===== src/rtl/pdn_rail_sequencer.sv =====
// pdn_rail_sequencer: ordered power-up/down of supply-switch enables with power-good gating and fault latch
module pdn_rail_sequencer #(
  parameter int NUM_RAILS      = 6,
  parameter int SETTLE_CYCLES  = 16,
  parameter int TIMEOUT_CYCLES = 256,
  parameter int CNT_W          = 9
) (
  input  logic                         clk,
  input  logic                         rst_n,
  input  logic                         pwr_req,
  input  logic [NUM_RAILS-1:0]         rail_pg,
  output logic [NUM_RAILS-1:0]         rail_en,
  output logic                         all_good,
  output logic                         busy,
  output logic                         fault,
  output logic [$clog2(NUM_RAILS)-1:0] fault_rail
);
  localparam int IW = $clog2(NUM_RAILS);
  typedef enum logic [2:0] {OFF, ENABLE, SETTLE, ON, DISABLE, FAULT} state_t;
  state_t               state, state_n;
  logic [IW-1:0]        idx, idx_n, frail_n, low;
  logic [CNT_W-1:0]     cnt, cnt_n;
  logic [NUM_RAILS-1:0] en_n, lo, lo_eq, bad;
  logic                 fault_n, flt, settle_done;
  always_ff @(posedge clk) begin
    if (!rst_n) begin
      state      <= OFF;
      idx        <= '0;
      cnt        <= '0;
      rail_en    <= '0;
      fault      <= 1'b0;
      fault_rail <= '0;
      all_good   <= 1'b0;
      busy       <= 1'b0;
    end else begin
      state      <= state_n;
      idx        <= idx_n;
      cnt        <= cnt_n;
      rail_en    <= en_n;
      fault      <= fault_n;
      fault_rail <= frail_n;
      all_good   <= state_n == ON;
      busy       <= state_n == ENABLE || state_n == SETTLE || state_n == DISABLE;
    end
  end
  always_comb begin
    lo  = '0;
    lo_eq = '0;
    low = '0;
    for (int i = 0; i < NUM_RAILS; i++) begin
      lo[i]    = i < int'(idx);
      lo_eq[i] = i <= int'(idx);
    end
    bad = state == ENABLE ? ~rail_pg & lo :
          state == SETTLE ? ~rail_pg & lo_eq :
          state == ON     ? ~rail_pg : '0;
    for (int i = NUM_RAILS - 1; i >= 0; i--)
      if (bad[i]) low = IW'(i);
    flt = |bad || (state == ENABLE && !rail_pg[idx] && cnt == CNT_W'(TIMEOUT_CYCLES - 1));
    settle_done = cnt == CNT_W'(SETTLE_CYCLES - 1);
    state_n = state;
    idx_n   = idx;
    cnt_n   = cnt;
    en_n    = rail_en;
    fault_n = fault;
    frail_n = fault_rail;
    if (flt) begin
      state_n = FAULT;
      en_n    = '0;
      fault_n = 1'b1;
      frail_n = |bad ? low : idx;
    end else if (!pwr_req && (state == ENABLE || state == SETTLE || state == ON)) begin
      state_n   = DISABLE;
      en_n[idx] = 1'b0;
      cnt_n     = '0;
    end else begin
      case (state)
        OFF: if (pwr_req) begin
          state_n = ENABLE;
          idx_n   = '0;
          cnt_n   = '0;
          en_n    = NUM_RAILS'(1);
        end
        ENABLE: begin
          state_n = rail_pg[idx] ? SETTLE : ENABLE;
          cnt_n   = rail_pg[idx] ? '0 : cnt + 1'b1;
        end
        SETTLE: if (!settle_done) cnt_n = cnt + 1'b1;
        else if (idx == IW'(NUM_RAILS - 1)) state_n = ON;
        else begin
          state_n     = ENABLE;
          idx_n       = idx + 1'b1;
          cnt_n       = '0;
          en_n[idx_n] = 1'b1;
        end
        DISABLE: if (!settle_done) cnt_n = cnt + 1'b1;
        else if (idx == '0) begin
          state_n = OFF;
          cnt_n   = '0;
        end else begin
          idx_n       = idx - 1'b1;
          cnt_n       = '0;
          en_n[idx_n] = 1'b0;
        end
        FAULT: if (!pwr_req) begin
          state_n = OFF;
          idx_n   = '0;
          cnt_n   = '0;
          fault_n = 1'b0;
          frail_n = '0;
        end
        default: ;
      endcase
    end
  end
endmodule


===== config.mk =====
export PLATFORM = sky130hd
export DESIGN_NAME = pdn_rail_sequencer
export DESIGN_NICKNAME = d
export VERILOG_FILES = /design/src/rtl/pdn_rail_sequencer.sv
export SDC_FILE = /design/constraint.sdc
export NUM_CORES = 1
export LEC_CHECK = 0
export ABC_AREA = 1
export BUFFER_PORTS_ARGS = -buffer_cell sky130_fd_sc_hd__buf_2
export CAP_MARGIN = 20
export CORE_UTILIZATION = 55
export DETAILED_ROUTE_END_ITERATION = 12
export HOLD_SLACK_MARGIN = 0.15
export PLACE_DENSITY = 0.82
export SLEW_MARGIN = 20
export SYNTH_ARGS = -nofsm -noshare
export SYNTH_HDL_FRONTEND = slang
export SYNTH_SLANG_ARGS = --single-unit

===== constraint.sdc =====
create_clock -name clk -period 5.1 [get_ports clk]
set_input_delay 1.275 -clock clk [delete_from_list [all_inputs] [get_ports clk]]
set_output_delay 1.275 -clock clk [all_outputs]
set_load 0.02 [all_outputs]

* Word-level counts from Yosys, hierarchy flattened *
Index checks and enable logic that the tools add are counted.

storage, ports and cells
  register bits = 27
  input port bits = 9

operators by class
  add/subtract/negate cells = 3
  magnitude comparators = 17
  equality and inequality tests = 27
  multiplexer cells = 57
  bitwise gates (word level) = 11
  reduce and logical (&&, ||, !) cells = 25

operators with widths
  kind                   number
  $mux W3                23
  $mux W9                7
  $mux W6                9
  $pmux W9 S5            1
  $and A6 B6 Y6          4
  $not A6 Y6             3
  $pmux W6 S3            1
  $ne A3 B3 Y1 const B   5
  $pmux W3 S5            1
  $ne A2 B2 Y1 const B   7
  $eq A3 B2 Y1 const B   4
  $eq A3 B3 Y1 const B   4
  $lt A3 B4 Y1 const B   3
  $pmux W3 S4            1
  $add A9 B1 Y9 const B  1
  $demux W1 S3           3
  $eq A9 B4 Y1 const B   1
  $eq A9 B8 Y1 const B   1
  $ge A3 B1 Y1 const B   3
  $reduce_and A9 Y1      1
  $mux W1                8
  $reduce_bool A4 Y1     2
  $eq A3 B1 Y1 const B   2
  $le A2 B3 Y1 const A   2
  25 further kinds       43

* Depth between registers and ports, before layout *
  depth after elaboration = 12
  gate-level depth with buffers = 17
  depth with buffers taken out = 15

* Least setup slack after synthesis *
OpenSTA, ideal clock, no wires.

  kind = input-to-reg
  from = in rail_pg[3]
  to = reg cnt[5]
  data arrival time = 2.205 ns
  required time = 4.972 ns
  path slack = 2.767 ns
  cell stages on the path = 12
  cells stage by stage = nand2_1 nand2_1 nand2_1 nand2_1 nand2_1 nand4_1 nand3_4 nor2_4 buf_6 o21ai_1 o21ai_0 nor2_1

on the way
  cells in the longest elaborated chain, start to end = 8
  elaborated cells between the ends (all ways) = 18
  classes of those cells = mux: 8; bitwise: 4; reduce/logical: 6

ends and longest elaborated chain
  element                                                         line    source
  from (decl)                                                     11      input logic [NUM_RAILS-1:0] rail_pg,
  $bmux W1 S3 / $not A6 Y6 (equally long branches)                n/a
  $mux W1 (not written as such), or another cell as far along     59, 86
  $logic_not A1 Y1 / $mux W6 (equally long branches)              59, 55
  $logic_and A1 B1 Y1 / $mux W6 (equally long branches)           59, 54
  $logic_and A1 B1 Y1 / $reduce_or A6 Y1 (equally long branches)  59      flt = |bad || (state == ENABLE && !rail_pg[idx] && cnt == CNT_W'(TIMEOUT_CYCLES - 1));
  $logic_or A1 B1 Y1                                              59
  $not A1 Y1 (no line)                                            n/a
  $reduce_and A5 Y1 (no line)                                     n/a
  to (signal assigned)                                            38      cnt <= cnt_n;
  to (decl)                                                       22      logic [CNT_W-1:0] cnt, cnt_n;

Parallel ways exist; a longest one is shown, timed or not. The select of a mux whose other input is x is not followed.
A chain may end at the register's enable or synchronous reset.

* Worst setup path after layout *
  from = reg idx[0]
  to = reg cnt[0]

on the way
  cells in the longest elaborated chain, start to end = 8
  elaborated cells between the ends (all ways) = 29
  classes of those cells = order compare: 11; eq/ne: 2; mux: 7; bitwise: 3; reduce/logical: 6

ends and longest elaborated chain
  element                                                         line        source
  from (decl)                                                     21          logic [IW-1:0] idx, idx_n, frail_n, low;
  from (signal assigned)                                          37          idx <= idx_n;
  $le A1 B3 Y1, or another cell as far along                      52          lo_eq[i] = i <= int'(idx);
  $and A6 B6 Y6 / $mux W1 (equally long branches)                 55, 59, 86
  $mux W6 / $logic_not A1 Y1 (equally long branches)              55, 59
  $mux W6 / $logic_and A1 B1 Y1 (equally long branches)           54, 59
  $reduce_or A6 Y1 / $logic_and A1 B1 Y1 (equally long branches)  59
  $logic_or A1 B1 Y1                                              59
  $not A1 Y1 (no line)                                            n/a
  $reduce_and A5 Y1 (no line)                                     n/a

Parallel ways exist; a longest one is shown, timed or not. The select of a mux whose other input is x is not followed.

==> flow_metrics.env <==
export IMPL_status="complete, no violations"
export IMPL_fillCellCount=361
export IMPL_diodes=0
export IMPL_drc=0
export IMPL_htree_num_levels=1
export IMPL_criticalPathCategory="flip-flop to flip-flop"
export IMPL_core_um2=3770
export IMPL_p_seq_share_pct=26.3
export IMPL_fin_skew_ns=0.00540
export IMPL_synth_cells=374
export IMPL_tns_ns=0
export IMPL_powerDensity_nw_per_um2=523
export IMPL_p_total_uw=1230
export IMPL_wl_per_cell_um=12.0
export IMPL_power_frac_clock_pct=10.3
export IMPL_synthMuxAreaShare_pct=0
export IMPL_antenna_found_initial=0
export IMPL_initial_core_util_pct=58.9
export IMPL_grt_max_degree=20
export IMPL_cts_root_buf="clkbuf_8"
export IMPL_firstDrtPassIters=5
export IMPL_grt_use_total_pct=25.8
export IMPL_synth_distinct_cells=37
export IMPL_final_nets=405
export IMPL_max_slew_margin_pct=54.7
export IMPL_synth_compound_area_share_pct=16.3
export IMPL_ys_ff_latch=27
export IMPL_route_vias_total=2341
export IMPL_start_kind="flip-flop"
export IMPL_critPathRequiredTime_ns=5.25
export IMPL_chipHeight_um=65.6
export IMPL_swShare_pct=55.0
export IMPL_fin_crit_sh_pct=52.6
export IMPL_reg2reg_setup_slack_ns=2.42
export IMPL_clock_latency_ns=0.28
export IMPL_irDropWorstVdd_mv=0.266
export IMPL_p_leak_uw=0.00119
export IMPL_grt_ovfl_total=0
export IMPL_area_growth_pct=6.14
export IMPL_fmax_ghz=0.373
export IMPL_synth_simple_area_share_pct=43.8
export IMPL_drv_cap=0
export IMPL_hold_viol_final=0
export IMPL_yosysSeqAreaShare_pct=24.3
export IMPL_critPathCaptureType="flip-flop"
export IMPL_cts_buffers_inserted=3
export IMPL_p_switching_uw=679
export IMPL_hold_class="flip-flop to flip-flop"
export IMPL_synth_xor_area_share_pct=1.18
export IMPL_ctsResizeCount=0
export IMPL_multiInputGateArea_um2=1450
export IMPL_clk_pin_slew_ns=0.10
export IMPL_gp_congestion=0.964
export IMPL_p_int_uw=554
export IMPL_hpwl_um=3990
export IMPL_cts_setup_buffers=0
export IMPL_path_max_fanout=19
export IMPL_synth_top_family_by_area="simple AND/OR/NAND/NOR gates"
export IMPL_grt_setup_unrepaired="no"
export IMPL_die_w_um=65.6
export IMPL_syn_area_um2=2220
export IMPL_finalCriticalPeriod_ns=2.68
export IMPL_synth_largest_type_area_fraction_pct=24.3
export IMPL_antenna_left=0
export IMPL_wl_um=5230
export IMPL_io_pins=21
export IMPL_regArea_um2=541
export IMPL_clk_path_buf_depth=2
export IMPL_worst_pin_slew_ns=0.679
export IMPL_hold_buffers=0
export IMPL_grt_pass1_vias=1893
export IMPL_via_per_inst=5.37
export IMPL_yosys_area_share_adder_pct=3.94
export IMPL_synth_avg_cell_area_um2=5.94
export IMPL_fin_ws_ns=2.42
export IMPL_ys_warn_count=0
export IMPL_synth_area_leaders="dfxtp_1 24%, nand2_1 19%, nor2_1 9.0%"
export IMPL_drt_iter0_drc=196
export IMPL_cts_sinks=27
export IMPL_drive_gt1_share_pct=13.1
export IMPL_cts_tree="built"
export IMPL_rows=22
export IMPL_setup_viol=0
export IMPL_p_comb_share_pct=63.4
export IMPL_io_buffers=20
export IMPL_preCtsSetupSlack_ns=2.40
export IMPL_synth_largest_area_cell="dfxtp_1"
export IMPL_crit_arrival_ns=2.83
export IMPL_grt_pass1_wl_um=8670
export IMPL_dieArea_um2=4300
export IMPL_syn_nets=390
export IMPL_slew_viol_final=0
-- layout by cell type (no fill, tap or decap), types with 4 or more instances in the layout --
master	netlist	layout
dfxtp_1	27	27
nor3_1	8	8
buf_2	4	20
nand2_1	114	114
nor2_1	53	53
nand3_2	4	4
nand3_1	22	22
inv_2	6	6
ha_1	7	7
inv_1	35	35
a21oi_1	20	20
nor2_4	4	4
o21ai_0	31	31
-- synth_stat cells --
| library cell | number |
|---|---|
| a21boi_0 | 1 |
| clkinv_1 | 1 |
| o31ai_1 | 2 |
| a211oi_1 | 1 |
| nor2_4 | 4 |
| or2_2 | 3 |
| a21oi_4 | 1 |
| a21oi_1 | 20 |
| inv_1 | 35 |
| nand2_1 | 114 |
| buf_4 | 1 |
| a31oi_1 | 1 |
| nor3_1 | 8 |
| clkbuf_1 | 2 |
| nand4_1 | 2 |
| or2_4 | 1 |
| inv_4 | 1 |
| buf_2 | 4 |
| nand3_1 | 22 |
| inv_2 | 6 |
| o21ai_1 | 3 |
| nand2_2 | 3 |
| o2111ai_1 | 1 |
| buf_6 | 3 |
| xor2_1 | 3 |
| ha_1 | 7 |
| nand3_2 | 4 |
| nand2_4 | 2 |
| dfxtp_1 | 27 |
| o21ai_2 | 1 |
| o21ai_0 | 31 |
| nor4_1 | 1 |
| nor2_2 | 1 |
| nor2_1 | 53 |
| nand3_4 | 1 |
| o22ai_1 | 1 |
| o211ai_1 | 2 |
-- logic make-up (layout without fill, tap and decap cells) --
group           count (synthesis)  count (layout)
simple gates                  219             219
compound gates                 65              65
buf+inv                        53              67
flops                          27              27
fa+ha+maj                       7               7
xor+xnor                        3               3
-- through the flow --
| step | cell area (um^2) | utilization [%] | hold slack, ns | cells |
|---|---|---|---|---|
| after floorplan | 2220 | - | 0.467 | 374 |
| after global placement | 2310 | 61.3 | 0.447 | 432 |
| after detailed placement | 2310 | 61.3 | 0.452 | 432 |
| after CTS | 2360 | 62.5 | 0.465 | 436 |
| after global routing | 2360 | 62.5 | 0.505 | 436 |
| final | 2360 | 62.5 | 0.464 | 436 |
-- area by class of cell --
class / instances / area share, %
clock buffers: 4 / 1.91
well taps: 48 / 2.55
flip-flops and latches: 27 / 22.9
multi-input cells: 294 / 61.4
repair buffers: 20 / 4.24
inverters: 43 / 6.95
-- worst paths after layout --
path / endpoint / from / cells after the start
max: cnt[0] / idx[0] / 14
min: fault_rail[2] / fault_rail[2] / 2
max reg2reg: cnt[0] / idx[0] / 14
min reg2reg: fault_rail[2] / fault_rail[2] / 2
-- registers in the layout (all words and copies together), names as in the netlist --
name        flops
idx             3
fault_rail      3
busy            1
cnt             9
rail_en         6
state           3
fault           1
all_good        1
-- layer usage --
metal  vias to the layer above  part of all wire (%)  global-route usage, %
li1                       1231                     -                      -
met3                         9                   7.0                   2.60
met4                         0                   1.2                   7.88
met2                       102                    41                   37.8
met5                         -                     0                      0
met1                       999                    51                   39.1
-- power groups by stage --
stage | registers [uW] | clock network (uW) | logic (uW)
after floorplan | 312 | 0 | 648
after global placement | 326 | 0 | 760
after detailed placement | 327 | 0 | 767
after CTS | 322 | 125 | 772
after global routing | 334 | 135 | 882
final | 324 | 127 | 782
-- worst max-delay path, cell delays in order, from the launching register on --
cell and delay, ns:
dfxtp_1 0.77, inv_2 0.28, ha_1 0.27, nand2_1 0.06
nand2_1 0.05, nand2_1 0.06, nand2_1 0.05, nand2_1 0.10
nand2_2 0.08, nor2_4 0.15, nand3_4 0.12, nor2_4 0.27
inv_1 0.15, nand2_1 0.09, a21oi_1 0.06
Power figures use the tool's default switching activity.
